==> src/rtl/matrix_mul_seq.sv <==
// ---------------------------------------------------------------------------
// matrix_mul_seq
//   Sequential NxN unsigned matrix multiplier, C = A x B, one multiply-
//   accumulate per clock. Operands are captured when a start request is
//   accepted. Each result element is narrowed to DW bits and written to the
//   registered output as soon as its dot product completes.
//
// Parameters
//   N    matrix dimension (2..8)
//   DW   element width in bits (unsigned)
//   SAT  narrowing mode: 0 = keep low DW bits, 1 = saturate to 2^DW-1
//
// Ports
//   clk     clock, all state updates on the rising edge
//   rst     synchronous active-high reset
//   start   request to begin a multiplication (honoured only when idle)
//   a_flat  matrix A, row-major, element (i,k) at [(i*N+k)*DW +: DW]
//   b_flat  matrix B, same layout
//   busy    high while the multiply-accumulate sequence runs (N^3 cycles)
//   done    one-cycle completion pulse
//   c_flat  result matrix C, same layout, registered
// ---------------------------------------------------------------------------
module matrix_mul_seq #(
  parameter int N   = 4,
  parameter int DW  = 16,
  parameter int SAT = 0
) (
  input  logic              clk,
  input  logic              rst,
  input  logic              start,
  input  logic [N*N*DW-1:0] a_flat,
  input  logic [N*N*DW-1:0] b_flat,
  output logic              busy,
  output logic              done,
  output logic [N*N*DW-1:0] c_flat
);

  localparam int IW   = $clog2(N);
  localparam int PW   = 2 * DW;
  // Worst case sum is N*(2^DW-1)^2, which fits in 2*DW + clog2(N) bits.
  localparam int ACCW = 2 * DW + $clog2(N);
  localparam logic [IW-1:0] IDX_MAX = IW'(N - 1);

  typedef enum logic [1:0] {
    IDLE = 2'd0,
    RUN  = 2'd1,
    DONE = 2'd2
  } state_e;

  state_e              state_q, state_d;
  logic [N*N*DW-1:0]   a_q, a_d;
  logic [N*N*DW-1:0]   b_q, b_d;
  logic [IW-1:0]       i_q, i_d;
  logic [IW-1:0]       j_q, j_d;
  logic [IW-1:0]       k_q, k_d;
  logic [ACCW-1:0]     acc_q, acc_d;
  logic [DW-1:0]       c_q [N][N];
  logic [DW-1:0]       c_d [N][N];

  // Operand / result views as 2-D arrays
  logic [DW-1:0]       a_m [N][N];
  logic [DW-1:0]       b_m [N][N];

  logic [PW-1:0]       prod;
  logic [ACCW-1:0]     sum;
  logic [DW-1:0]       c_new;

  for (genvar gi = 0; gi < N; gi++) begin : g_row
    for (genvar gk = 0; gk < N; gk++) begin : g_col
      assign a_m[gi][gk] = a_q[(gi*N+gk)*DW +: DW];
      assign b_m[gi][gk] = b_q[(gi*N+gk)*DW +: DW];
      assign c_flat[(gi*N+gk)*DW +: DW] = c_q[gi][gk];
    end
  end

  // Datapath: current product, running sum including it, narrowed result.
  always_comb begin
    prod = PW'(a_m[i_q][k_q]) * PW'(b_m[k_q][j_q]);
    sum  = acc_q + ACCW'(prod);
    if ((SAT != 0) && (|sum[ACCW-1:DW])) begin
      c_new = '1;
    end else begin
      c_new = sum[DW-1:0];
    end
  end

  // Next-state and control
  always_comb begin
    // NOTE: every signal gets its hold value first so no path leaves one unassigned (no latch).
    state_d = state_q;
    a_d     = a_q;
    b_d     = b_q;
    i_d     = i_q;
    j_d     = j_q;
    k_d     = k_q;
    acc_d   = acc_q;
    c_d     = c_q;

    unique case (state_q)
      IDLE: begin
        if (start) begin
          a_d     = a_flat;
          b_d     = b_flat;
          i_d     = '0;
          j_d     = '0;
          k_d     = '0;
          acc_d   = '0;
          state_d = RUN;
        end
      end

      RUN: begin
        if (k_q == IDX_MAX) begin
          // Last term of this dot product: publish and restart the sum.
          c_d[i_q][j_q] = c_new;
          acc_d         = '0;
          k_d           = '0;
          if (j_q == IDX_MAX) begin
            j_d = '0;
            if (i_q == IDX_MAX) begin
              i_d     = '0;
              state_d = DONE;
            end else begin
              i_d = i_q + IW'(1);
            end
          end else begin
            j_d = j_q + IW'(1);
          end
        end else begin
          acc_d = sum;
          k_d   = k_q + IW'(1);
        end
      end

      DONE: state_d = IDLE;

      default: state_d = IDLE;
    endcase
  end

  assign busy = (state_q == RUN);
  assign done = (state_q == DONE);

  // NOTE: sequential state uses non-blocking assignments so all flops update together at the edge.
  always_ff @(posedge clk) begin
    if (rst) begin
      state_q <= IDLE;
      // NOTE: operand and result storage is cleared too, so an aborted run leaves no stale data visible.
      a_q     <= '0;
      b_q     <= '0;
      i_q     <= '0;
      j_q     <= '0;
      k_q     <= '0;
      acc_q   <= '0;
      for (int r = 0; r < N; r++) begin
        for (int c = 0; c < N; c++) begin
          c_q[r][c] <= '0;
        end
      end
    end else begin
      state_q <= state_d;
      a_q     <= a_d;
      b_q     <= b_d;
      i_q     <= i_d;
      j_q     <= j_d;
      k_q     <= k_d;
      acc_q   <= acc_d;
      c_q     <= c_d;
    end
  end

endmodule

==> config.mk <==
export PLATFORM = sky130hd
export DESIGN_NAME = matrix_mul_seq
export DESIGN_NICKNAME = d
export VERILOG_FILES = /design/src/rtl/matrix_mul_seq.sv
export SDC_FILE = /design/constraint.sdc
export NUM_CORES = 2
export LEC_CHECK = 0
export ABC_CLOCK_PERIOD_IN_PS = 10900
export BUFFER_PORTS_ARGS = -buffer_cell sky130_fd_sc_hd__clkbuf_2
export CAP_MARGIN = 20
export CORE_AREA = 2 2 303 305
export DETAILED_ROUTE_END_ITERATION = 7
export DIE_AREA = 0 0 305 307
export GPL_TIMING_DRIVEN = 0
export PLACE_DENSITY_LB_ADDON = 0.2
export SLEW_MARGIN = 30
export SYNTH_ARGS = -nofsm -noshare
export SYNTH_HDL_FRONTEND = slang
export SYNTH_SLANG_ARGS = --single-unit
==> constraint.sdc <==
create_clock -name clk -period 10.9 [get_ports clk]
set_input_delay 0.545 -clock clk [delete_from_list [all_inputs] [get_ports clk]]
set_output_delay 0.545 -clock clk [all_outputs]
set_load 0.005 [all_outputs]
==> results.sh <==
export IMPL_r2r_start="i_q[1]"
export IMPL_startpoint="i_q[1]"
export IMPL_netlist_area_leader_share_pct=43.86
export IMPL_clockBufferDepth=3
export IMPL_max_cap_viol_count=0
export IMPL_vias=34740
export IMPL_crit_required_ns=11.42
export IMPL_cts_buffers=88
export IMPL_synth_warnings=0
export IMPL_outcome="finished, final reports clean"
export IMPL_grtUsageMet1_pct=41.73
export IMPL_use_met3_pct=4.790
export IMPL_nets=5788
export IMPL_p_leak_nw=18.52
export IMPL_top_usage_layer="met2"
export IMPL_coreArea_mm2=0.09069
export IMPL_finalSetupTns_ns=0
export IMPL_die_x_um=305
export IMPL_drc=0
export IMPL_antenna_found_initial=23
export IMPL_clk_latency_ns=0.66
export IMPL_dieArea_mm2=0.09364
export IMPL_p_comb_share_pct=15.5
export IMPL_finalSetupViolCount=0
export IMPL_slew_viol_final=0
export IMPL_dpl_cell_area_mm2=0.04159
export IMPL_multi_input_area_mm2=0.01818
export IMPL_syn2layout_area_growth_pct=23.52
export IMPL_grt_util_met2_pct=52.53
export IMPL_p_clk_share_pct=42.5
export IMPL_final_common_cell="nand2_1"
export IMPL_end_kind="flop"
export IMPL_wl_um=156100
export IMPL_yosysUniqueCellTypes=58
export IMPL_final_cell_mix="1,233 x nand2_1, 792 x dfxtp_1, 783 x clkbuf_2"
export IMPL_period_share_pct=91.92
export IMPL_seq_area_mm2=0.01586
export IMPL_crit_end="c_flat[13]"
export IMPL_drtIter0Drc=3420
export IMPL_yosysSeqAreaShare_pct=43.86
export IMPL_power_mw=7.336
export IMPL_grt_usage_pct=32.31
export IMPL_ios=773
export IMPL_grt_pass1_wl_um=220800
export IMPL_final_cell_area_mm2=0.04466
export IMPL_rr_endpoint="c_flat[13]"
export IMPL_async_reset_ff_share_pct=0
export IMPL_cts_sinks=792
export IMPL_reg2reg_depth=30
export IMPL_period_minus_slack_ns=10.02
export IMPL_critPathKind="flop to flop"
export IMPL_syn_nets=4923
export IMPL_holdCritPathClass="input pin to flop"
export IMPL_fin_cells=6392
export IMPL_p_sw_share_pct=29.06
export IMPL_power_density_mw_per_mm2=164.3
export IMPL_cts_max_level=3
export IMPL_cts_setup_buffers=0
export IMPL_fp_dieH_um=307
export IMPL_critical_path_arrival_ns=10.54
export IMPL_internal_power_mw=5.204
export IMPL_dp_hpwl_um=121200
export IMPL_yosys_area_top_type="dfxtp_1"
export IMPL_cp_max_fo=10
export IMPL_first_pass_iters=5
export IMPL_synth_seq_cells=792
export IMPL_tritoncts="built"
export IMPL_place_gp_congestion=0.9360
export IMPL_start_kind="flop"
export IMPL_finClkSkew_ns=0.02613
export IMPL_max_stage_delay_ns=0.82
export IMPL_slew_headroom_pct=28.59
export IMPL_grt_pass1_vias=32570
export IMPL_placed_cells=6211
export IMPL_crit_path_frequent_cell="inv_1"
export IMPL_drt_vias_per_instance=5.434
export IMPL_start_util_pct=39.86
export IMPL_cts_resized=0
export IMPL_ys_flop_type="dfxtp_1"
export IMPL_drive_gt1_share_pct=22.19
export IMPL_synth_edff_count=0
export IMPL_wire_per_inst_um=24.43
export IMPL_grt_max_degree=14
export IMPL_fillerInstances=9072
export IMPL_synth_area_per_cell_um2=8.501
export IMPL_synthCells=4253
export IMPL_seqPwrFrac_pct=42.1
export IMPL_port_buffers=771
export IMPL_row_count=111
export IMPL_r2r_setup_slack_ns=0.88
export IMPL_p_sw_mw=2.132
export IMPL_yosys_top_cells_area="dfxtp_1 44%, nand2_1 13%, a21oi_1 10%"
export IMPL_drtAntennaViolNets=0
export IMPL_hold_buffers=0
export IMPL_slowest_stage="clkbuf_1"
export IMPL_worst_pin_slew_ns=1.071
export IMPL_rsz0062_at_grt="no"
export IMPL_max_freq_ghz=0.09980
export IMPL_clockRootBuffer="clkbuf_16"
export IMPL_ir_worst_vdd_v=0.0001052
export IMPL_grt_overflow_total=0
export IMPL_syn_area_mm2=0.03615
export IMPL_clk_pin_slew_ns=0.06
export IMPL_final_hold_viol_count=0
[layer usage]
| metal | wire, um | share of wire (%) |
|---|---|---|
| met1 | 63060 | 40 |
| met2 | 73110 | 47 |
| met4 | 8470 | 5.4 |
| met5 | 9 | 0.0058 |
| met3 | 11500 | 7.4 |
[flip-flops by register name (all words and copies together) (netlist names)]
signal,count
acc_q,16
a_q,256
c_flat,256
i_q,2
j_q,2
b_q,256
state_q,2
k_q,2
[area by class of cell]
| class | instances | share of cell area (%) |
|---|---|---|
| Multi-Input combinational cell | 2953 | 40.72 |
| Sequential cell | 792 | 35.50 |
| Timing Repair Buffer | 775 | 8.741 |
| Clock buffer | 129 | 5.836 |
| Buffer | 333 | 3.415 |
| Tap cell | 1186 | 3.323 |
| Inverter | 175 | 1.471 |
| Clock inverter | 29 | 0.8769 |
| Antenna cell | 20 | 0.1121 |
[worst max-delay path: cells and delay by family, from the launching register on]
family,cells,cell delay [ns]
muxes,3,1.38
and+or+nand+nor,3,0.34
AOI/OAI and AO/OA,5,1.04
DFF,1,0.39
xor gates and xnor gates,1,0.59
adders and majority gates,7,2.81
buffers and inverters,11,3.29
[how the worst min path moves through the flow]
stage / from / to / slack [ns] / depth (start not counted)
3_3_place_gp: a_q[116] / a_q[116] / 0.44 / 2
6_report: b_flat[1] / b_q[1] / 0.10 / 3
2_1_floorplan: a_q[100] / a_q[100] / 0.43 / 2
5_1_grt: b_flat[214] / b_q[214] / 0.1 / 3
3_5_place_dp: a_q[116] / a_q[116] / 0.44 / 2
4_1_cts: b_flat[216] / b_q[216] / 0.08 / 3
[metrics by stage]
stage | utilization (%) | hold WS (ns) | worst slack, ns
CTS | 49.17 | 0.07791 | 0.7673
detailed placement | 45.86 | 0.4421 | 0.7871
finish | 49.24 | 0.1041 | 0.8803
floorplan | - | 0.4315 | 3.482
global route | 49.24 | 0.09901 | 0.6199
global placement | 45.76 | 0.4378 | 0.3481
[logic make-up (layout without fill, tap and decap cells)]
kind of cell / after synthesis / after routing / share of synthesized area, %
adders and majority gates: 155 / 155 / 7.316
muxes: 160 / 160 / 9.566
and+or+nand+nor: 1745 / 1745 / 19.08
buffers and inverters: 508 / 1441 / 5.998
xor gates and xnor gates: 38 / 38 / 1.128
other: 0 / 20 / 0
AOI/OAI and AO/OA: 855 / 855 / 13.06
DFF: 792 / 792 / 43.86
[power by group through the flow]
stage / logic (mW) / clock network (mW) / registers, mW
6_report: 1.13 / 3.11 / 3.09
5_1_grt: 1.20 / 3.25 / 3.10
4_1_cts: 1.12 / 3.13 / 3.08
3_5_place_dp: 1.12 / 0 / 3.15
3_3_place_gp: 1.10 / 0 / 3.14
2_1_floorplan: 0.615 / 0 / 3.12
[synth_stat cells, types with 7 or more instances]
master / number
buf_2: 16
buf_4: 26
clkbuf_1: 256
a21oi_2: 10
dfxtp_1: 792
o31ai_1: 17
fa_1: 94
mux2i_1: 12
nand3_1: 38
mux2_2: 9
nand2_1: 1233
nand3b_1: 32
inv_1: 174
a22oi_1: 17
nand2b_1: 14
a21oi_1: 726
buf_6: 8
a22o_1: 10
mux4_2: 110
and3_1: 17
o311ai_0: 17
and2_1: 9
mux4_1: 27
buf_1: 20
ha_1: 61
or2_2: 7
a211oi_1: 33
nor2_1: 371
nand2_2: 10
xnor2_1: 28
(Power assumes the default switching activity.)
